`config.mk`:
```
export PLATFORM = sky130hd
export DESIGN_NAME = fetch_queue
export DESIGN_NICKNAME = d
export VERILOG_FILES = /design/src/rtl/fetch_queue_pkg.sv /design/src/rtl/fq_ring_buffer.sv /design/src/rtl/fetch_queue.sv
export SDC_FILE = /design/constraint.sdc
export NUM_CORES = 1
export LEC_CHECK = 0
export BUFFER_PORTS_ARGS = -buffer_cell sky130_fd_sc_hd__clkbuf_2
export CORE_MARGIN = 2
export CORE_UTILIZATION = 50
export CTS_CLUSTER_SIZE = 8
export DETAILED_ROUTE_END_ITERATION = 10
export HOLD_SLACK_MARGIN = 0.05
export PLACE_DENSITY = 0.78
export SYNTH_ARGS = -nofsm -noshare
export SYNTH_HDL_FRONTEND = slang
export SYNTH_SLANG_ARGS = --single-unit
```
`constraint.sdc`:
```
create_clock -name clk -period 8.94 [get_ports clk]
set_input_delay 0 -clock clk [delete_from_list [all_inputs] [get_ports clk]]
set_output_delay 0 -clock clk [all_outputs]
set_load 0.03 [all_outputs]
```
`src/rtl/fetch_queue_pkg.sv`:
```
// Shared definitions for the instruction-fetch prefetch queue.
package fetch_queue_pkg;

    localparam int FQ_WORD_SIZE = 16;

    typedef enum logic [1:0] {
        FQ_IDLE  = 2'd0,
        FQ_REQ   = 2'd1,
        FQ_FLUSH = 2'd2
    } fq_state_e;

    // A queue entry packs {pc, instr}, so it is twice the word width.
    function automatic int fq_entry_width(input int word_size);
        return 2 * word_size;
    endfunction

endpackage

```
`src/rtl/fq_ring_buffer.sv`:
```
// Synchronous circular buffer with push/pop/clear; reads the head entry combinationally.
module fq_ring_buffer #(
    parameter int WIDTH = 32,
    parameter int DEPTH = 4
) (
    input  logic                       clk,
    input  logic                       reset,
    input  logic                       clear,
    input  logic                       push,
    input  logic                       pop,
    input  logic [WIDTH-1:0]           wdata,
    output logic [WIDTH-1:0]           rdata,
    output logic                       full,
    output logic                       empty,
    output logic [$clog2(DEPTH+1)-1:0] count
);
    localparam int PW = $clog2(DEPTH);
    localparam int CW = $clog2(DEPTH + 1);
    localparam logic [CW-1:0] DEPTH_C = CW'(DEPTH);

    logic [WIDTH-1:0] mem_r [DEPTH];
    logic [PW-1:0]    head_r;
    logic [PW-1:0]    tail_r;
    logic [CW-1:0]    count_r;
    logic             do_push_s;
    logic             do_pop_s;

    // Guard push/pop against full/empty so pointers can never overrun.
    always_comb begin
        do_push_s = push & (count_r != DEPTH_C);
        do_pop_s  = pop & (count_r != {CW{1'b0}});
    end

    // Storage, pointers and occupancy; clear keeps storage but empties the ring.
    always_ff @(posedge clk) begin
        if (reset) begin
            head_r  <= {PW{1'b0}};
            tail_r  <= {PW{1'b0}};
            count_r <= {CW{1'b0}};
            for (int i = 0; i < DEPTH; i++) begin
                mem_r[i] <= {WIDTH{1'b0}};
            end
        end else if (clear) begin
            head_r  <= {PW{1'b0}};
            tail_r  <= {PW{1'b0}};
            count_r <= {CW{1'b0}};
        end else begin
            if (do_push_s) begin
                mem_r[tail_r] <= wdata;
                tail_r        <= tail_r + PW'(1'b1);
            end
            if (do_pop_s) begin
                head_r <= head_r + PW'(1'b1);
            end
            case ({do_push_s, do_pop_s})
                2'b10:   count_r <= count_r + CW'(1'b1);
                2'b01:   count_r <= count_r - CW'(1'b1);
                default: count_r <= count_r;
            endcase
        end
    end

    assign rdata = mem_r[head_r];
    assign full  = (count_r == DEPTH_C);
    assign empty = (count_r == {CW{1'b0}});
    assign count = count_r;

endmodule

```
`src/rtl/fetch_queue.sv`:
```
// Instruction-fetch front end: drives the memory read handshake and queues {pc, instr}
// entries for the decode stage, with PC redirect and flush.
module fetch_queue
    import fetch_queue_pkg::*;
#(
    parameter int                   WORD_SIZE = FQ_WORD_SIZE,
    parameter int                   DEPTH     = 4,
    parameter logic [WORD_SIZE-1:0] RESET_PC  = 16'h0000
) (
    input  logic                       clk,
    input  logic                       reset,
    output logic                       readM,
    output logic [WORD_SIZE-1:0]       address,
    input  logic [WORD_SIZE-1:0]       data,
    input  logic                       inputReady,
    input  logic                       redirect,
    input  logic [WORD_SIZE-1:0]       redirect_pc,
    output logic                       inst_valid,
    output logic [WORD_SIZE-1:0]       inst,
    output logic [WORD_SIZE-1:0]       inst_pc,
    input  logic                       inst_ready,
    output logic [$clog2(DEPTH+1)-1:0] count,
    output logic [WORD_SIZE-1:0]       num_fetched
);
    localparam int CW = $clog2(DEPTH + 1);
    localparam int EW = fq_entry_width(WORD_SIZE);
    localparam logic [CW-1:0] DEPTH_C = CW'(DEPTH);

    fq_state_e            state_r;
    fq_state_e            state_next_s;
    logic                 readm_r;
    logic [WORD_SIZE-1:0] address_r;
    logic [WORD_SIZE-1:0] num_fetched_r;
    logic                 push_s;
    logic                 pop_s;
    logic                 full_s;
    logic                 empty_s;
    logic [CW-1:0]        count_s;
    logic [CW-1:0]        count_next_s;
    logic [EW-1:0]        rdata_s;

    // Handshake qualification; a redirect cycle neither stores nor pops.
    always_comb begin
        push_s       = readm_r & inputReady & ~redirect & ~full_s;
        pop_s        = ~empty_s & inst_ready & ~redirect;
        count_next_s = count_s + CW'(push_s) - CW'(pop_s);
    end

    // Next-state: keep requesting while the queue will still have room.
    always_comb begin
        state_next_s = state_r;
        if (redirect) begin
            state_next_s = FQ_FLUSH;
        end else begin
            case (state_r)
                FQ_IDLE, FQ_REQ: begin
                    if (count_next_s < DEPTH_C) begin
                        state_next_s = FQ_REQ;
                    end else begin
                        state_next_s = FQ_IDLE;
                    end
                end
                FQ_FLUSH: state_next_s = FQ_REQ;
                default:  state_next_s = FQ_IDLE;
            endcase
        end
    end

    // State, registered read request, fetch PC and fetch counter.
    always_ff @(posedge clk) begin
        if (reset) begin
            state_r       <= FQ_IDLE;
            readm_r       <= 1'b0;
            address_r     <= RESET_PC;
            num_fetched_r <= {WORD_SIZE{1'b0}};
        end else begin
            state_r <= state_next_s;
            readm_r <= (state_next_s == FQ_REQ);
            if (redirect) begin
                address_r <= redirect_pc;
            end else if (push_s) begin
                address_r <= address_r + WORD_SIZE'(1'b1);
            end else begin
                address_r <= address_r;
            end
            if (push_s) begin
                num_fetched_r <= num_fetched_r + WORD_SIZE'(1'b1);
            end
        end
    end

    fq_ring_buffer #(
        .WIDTH (EW),
        .DEPTH (DEPTH)
    ) u_ring (
        .clk   (clk),
        .reset (reset),
        .clear (redirect),
        .push  (push_s),
        .pop   (pop_s),
        .wdata ({address_r, data}),
        .rdata (rdata_s),
        .full  (full_s),
        .empty (empty_s),
        .count (count_s)
    );

    assign readM       = readm_r;
    assign address     = address_r;
    assign inst_valid  = ~empty_s;
    assign inst        = rdata_s[WORD_SIZE-1:0];
    assign inst_pc     = rdata_s[EW-1:WORD_SIZE];
    assign count       = count_s;
    assign num_fetched = num_fetched_r;

endmodule

```
==> impl_summary.log <==
INFO  metric tritoncts.num_buffers = 17
INFO  metric ctsRootBufferMaster = sky130_fd_sc_hd__clkbuf_16
INFO  metric setup_tns = 0 ns
INFO  metric fraction_of_layout_cells_with_a_size_suffix_above_1 = between 20% and 30%
INFO  metric placement.setup.worst_slack = around 5.6 ns
INFO  metric core_region_area = roughly 15000 um2
INFO  metric num_rows = 45
INFO  metric crit-reg2reg-launch = u_ring.count[2]
INFO  metric ant_nets = 0
INFO  metric critPathMostFrequentCell = sky130_fd_sc_hd__inv_1
INFO  metric number_of_antenna_violations_at_the_first_check_in_global_routing = 0
INFO  metric initial_utilization = between 50 and 60%
INFO  metric clk_path_buf_depth = 2
INFO  metric max_cap_violations = 0
INFO  metric via_per_inst = 5.78
INFO  metric drt-initial-drc-count = 439
INFO  metric cp_cell_sequence = nor3b_2, nor2_1, inv_1, ha_1, inv_1, fa_1, xor2_1, or3_1, a21oi_1
INFO  metric worst_ir_drop_vdd = 0.153 mV
INFO  metric power.total = approximately 1700 uW
INFO  metric ys_dominant_reg_cell = sky130_fd_sc_hd__edfxtp_1
INFO  metric setup-violations-final = 0
INFO  metric synth_cell_types = 49
INFO  metric power.internal = 1340 uW
INFO  metric clk_latency = roughly 0.43 ns
INFO  metric crit-reg2reg-capture = u_ring.count[2]
INFO  metric relative_slew_slack = 28.9%
INFO  metric cp_peak_stage_delay = 0.87 ns
INFO  metric drt_pass1_iterations = 5
INFO  metric grt_start_max_net_pins = between 60 and 70
INFO  metric power.net_switching = 406 uW
INFO  metric timing.critical_path.slowest_stage_cell = sky130_fd_sc_hd__nor3b_2
INFO  metric routed_wire_length_per_instance = around 19 um
INFO  metric wirelength = 17100 um
INFO  metric grt.overflow.total = 0
INFO  metric gp_congestion = 0.880
INFO  metric synth-edff-count = 128
INFO  metric htreeDepth = 4
INFO  metric area_growth_syn_to_layout = 20.3%
INFO  metric max_slew.worst_pin.slew = 1.06 ns
INFO  metric total_leakage_power = 0.00357 uW
INFO  metric max_freq = between 0.2 and 0.3 GHz
INFO  metric fp.dieArea = 16500 um2
INFO  metric finalCritPeriodShare = 37.9%
INFO  metric syn-cell-area = 7730 um2
INFO  metric clock_sinks = 171
INFO  metric detail_route.drc_violations = 0
INFO  metric synth_most_common_cell = sky130_fd_sc_hd__edfxtp_1
INFO  metric ys.warnings.count = 0
INFO  metric rsz0062_at_grt = no
INFO  metric timing.critical_path.required = 9.29 ns
INFO  metric yosys-top-cells-count = sky130_fd_sc_hd__edfxtp_1, sky130_fd_sc_hd__and2_1, sky130_fd_sc_hd__dfxtp_1
INFO  metric avgSynthCellArea = 13.3 um2
INFO  metric antennaDiodeCount = 0
INFO  metric share_comb_of_total_power = 6.7%
INFO  metric worstRegToRegCells = 9
INFO  metric p_seq_share = 51.5%
INFO  metric mapped_cells = roughly 580
INFO  metric status = finished clean
INFO  metric crit_path_max_fanout = 16
INFO  metric grt_pass1_vias = roughly 5300
INFO  metric die_h = 128 um
INFO  metric netlist_top_cells_area = sky130_fd_sc_hd__edfxtp_1, sky130_fd_sc_hd__dfxtp_1, sky130_fd_sc_hd__mux4_2
INFO  metric min_path_cells = 4
INFO  metric hold_violation_count_in_the_final_report = 0
INFO  metric io-pin-count = 106
INFO  metric dp.final_hpwl = 10300 um
INFO  metric crit_arrival = 3.74 ns
INFO  metric worst_setup_path_startpoint = u_ring.count[2]
INFO  metric clock-skew-final = between 0.008 and 0.009 ns
INFO  metric netlist.area_leader.share = 49.7%
INFO  metric synth_async_sr_flop_share = 0%
INFO  metric synth_fp_nets = 626
INFO  metric clock_pin_slew_on_the_worst_setup_and_hold_paths = around 0.060 ns
INFO  metric synth_top_cell_by_area = sky130_fd_sc_hd__edfxtp_1
INFO  metric wire_length_of_the_first_global_routing_pass = 27200 um
INFO  metric criticalPathCategory = flop to flop
INFO  metric setup.worst_path.end_class = flop
INFO  metric ff2ff_setup_slack = 5.55 ns
INFO  metric portion_of_total_power_attributed_to_the_clock_network = 41.9%
INFO  metric power.density_cell_area = around 190 nW/um2
INFO  metric vias = 5231
INFO  metric crit_path_end = u_ring.count[2]
INFO  metric cts_tree = built
INFO  metric power_switching_share = 23.3%
INFO  metric cp-start-kind = flop
INFO  metric synth_seq_area_share = between 60% and 70%
INFO  metric finish.utilization = 61.4%
INFO  metric placement.io_buffers = roughly 110
INFO  metric final_period_minus_worst_setup_slack = 3.39 ns
INFO  metric timing.final.ws_setup = 5.55 ns
INFO  metric die_x = 128 um
INFO  metric count_of_nets_after_finishing = between 700 and 800
INFO  metric globalRouteTotalUtil = 21.8%
INFO  metric hold_crit_class = input port to flop
INFO  metric hold_start = inst_ready
INFO  metric ys_seq_elements = 171
INFO  metric report.final.slew_viol_count = 0
cells by family (layout without fill, tap and decap cells):
group                    Yosys count  in the layout  share of synthesized area [%]
AO/OA/AOI/OAI                     54             54                           4.58
AND/OR/NAND/NOR                  237            237                           18.2
multiplexers                      32             32                           9.32
XOR/XNOR                          26             26                           2.95
adder cells (fa/ha/maj)            6              6                           1.07
flip-flops                       171            171                           60.9
buffers and inverters             57            191                           3.04
critical path: cells and delay by family (launching register included):
| kind | cells | cell delay [ns] |
|---|---|---|
| AOI/OAI and AO/OA | 1 | 0.17 |
| xor gates and xnor gates | 1 | 0.16 |
| adders and majority gates | 2 | 0.62 |
| buffers and inverters | 2 | 0.42 |
| DFF | 1 | 0.44 |
| and+or+nand+nor | 3 | 1.50 |
how the worst min path moves through the flow:
| stage | end | slack [ns] |
|---|---|---|
| 6_report | u_ring.head_r[0] | 0.06 |
| 3_5_place_dp | address[7] | 0.26 |
| 4_1_cts | u_ring.head_r[0] | 0.06 |
| 5_1_grt | u_ring.head_r[1] | 0.08 |
| 3_3_place_gp | address[7] | 0.26 |
| 2_1_floorplan | address[9] | 0.15 |
through the flow:
step	hold slack [ns]	cells	cell area, um2
4_1_cts	0.0565	905	9300
5_1_grt	0.0778	905	9300
6_report	0.0574	905	9300
2_1_floorplan	0.148	583	7730
3_3_place_gp	0.256	841	8390
3_5_place_dp	0.259	841	8390
power groups by stage:
| stage | clock, uW | combinational (uW) | sequential, uW |
|---|---|---|---|
| floorplan | 0 | 60.2 | 918 |
| global placement | 0 | 104 | 912 |
| detailed placement | 0 | 106 | 915 |
| CTS | 737 | 117 | 898 |
| global route | 770 | 124 | 901 |
| finish | 730 | 117 | 898 |
final cells by class:
cell class / instances / area [um2]
multi-input combinational: 355 / 2820
tap: 188 / 235
timing repair buffer: 142 / 883
clock buffer: 17 / 425
inverter: 17 / 63.8
sequential: 171 / 4710
fill: 1171 / 5850
clock inverter: 15 / 164
registers in the layout, indices dropped and copies added (netlist names), named ones only:
name and flops:
state_r 1, u_ring.mem_r 128, u_ring.count 3, u_ring.tail_r 2, readM 1, u_ring.head_r 2
address 16, num_fetched 16
layer usage:
layer / up-vias / global-route usage [%] / wire length [um]
li1: 2408 / - / -
met1: 2605 / 27.4 / 7140
met2: 186 / 37.1 / 8670
met3: 32 / 4.59 / 896
met4: 0 / 8.99 / 403
met5: - / 0 / 0
placed cells by master, fill, tap and decap left out, types with 5 or more instances in the layout:
cell                            Yosys  final
sky130_fd_sc_hd__xnor2_1           19     19
sky130_fd_sc_hd__mux4_2            32     32
sky130_fd_sc_hd__clkbuf_2           0    105
sky130_fd_sc_hd__a211oi_1          11     11
sky130_fd_sc_hd__and2_1            87     87
sky130_fd_sc_hd__inv_6              0      5
sky130_fd_sc_hd__xor2_1             7      7
sky130_fd_sc_hd__dlygate4sd3_1      0     32
sky130_fd_sc_hd__and4_1             5      5
sky130_fd_sc_hd__buf_4              0      5
sky130_fd_sc_hd__ha_1               5      5
sky130_fd_sc_hd__nor3_1             7      7
sky130_fd_sc_hd__nor4_1             8      8
sky130_fd_sc_hd__edfxtp_1         128    128
sky130_fd_sc_hd__o21ai_0            8      8
sky130_fd_sc_hd__inv_1             17     17
sky130_fd_sc_hd__clkbuf_16          0     17
sky130_fd_sc_hd__nor2_1            37     36
sky130_fd_sc_hd__or3_1             11     11
sky130_fd_sc_hd__clkinv_4           0      5
sky130_fd_sc_hd__nand3_1           11     11
sky130_fd_sc_hd__a21oi_1           14     14
sky130_fd_sc_hd__nand2_1           14     14
sky130_fd_sc_hd__nand4_1            7      7
sky130_fd_sc_hd__dfxtp_1           43     42
sky130_fd_sc_hd__and3_1            31     31
timing repair:
action,in CTS,in global routing
hold buffers,32,0
endpoints found under the hold margin,80,0
resized for setup,0,0
setup buffers,0,0
No activity file was read; power rests on OpenSTA's default activity.
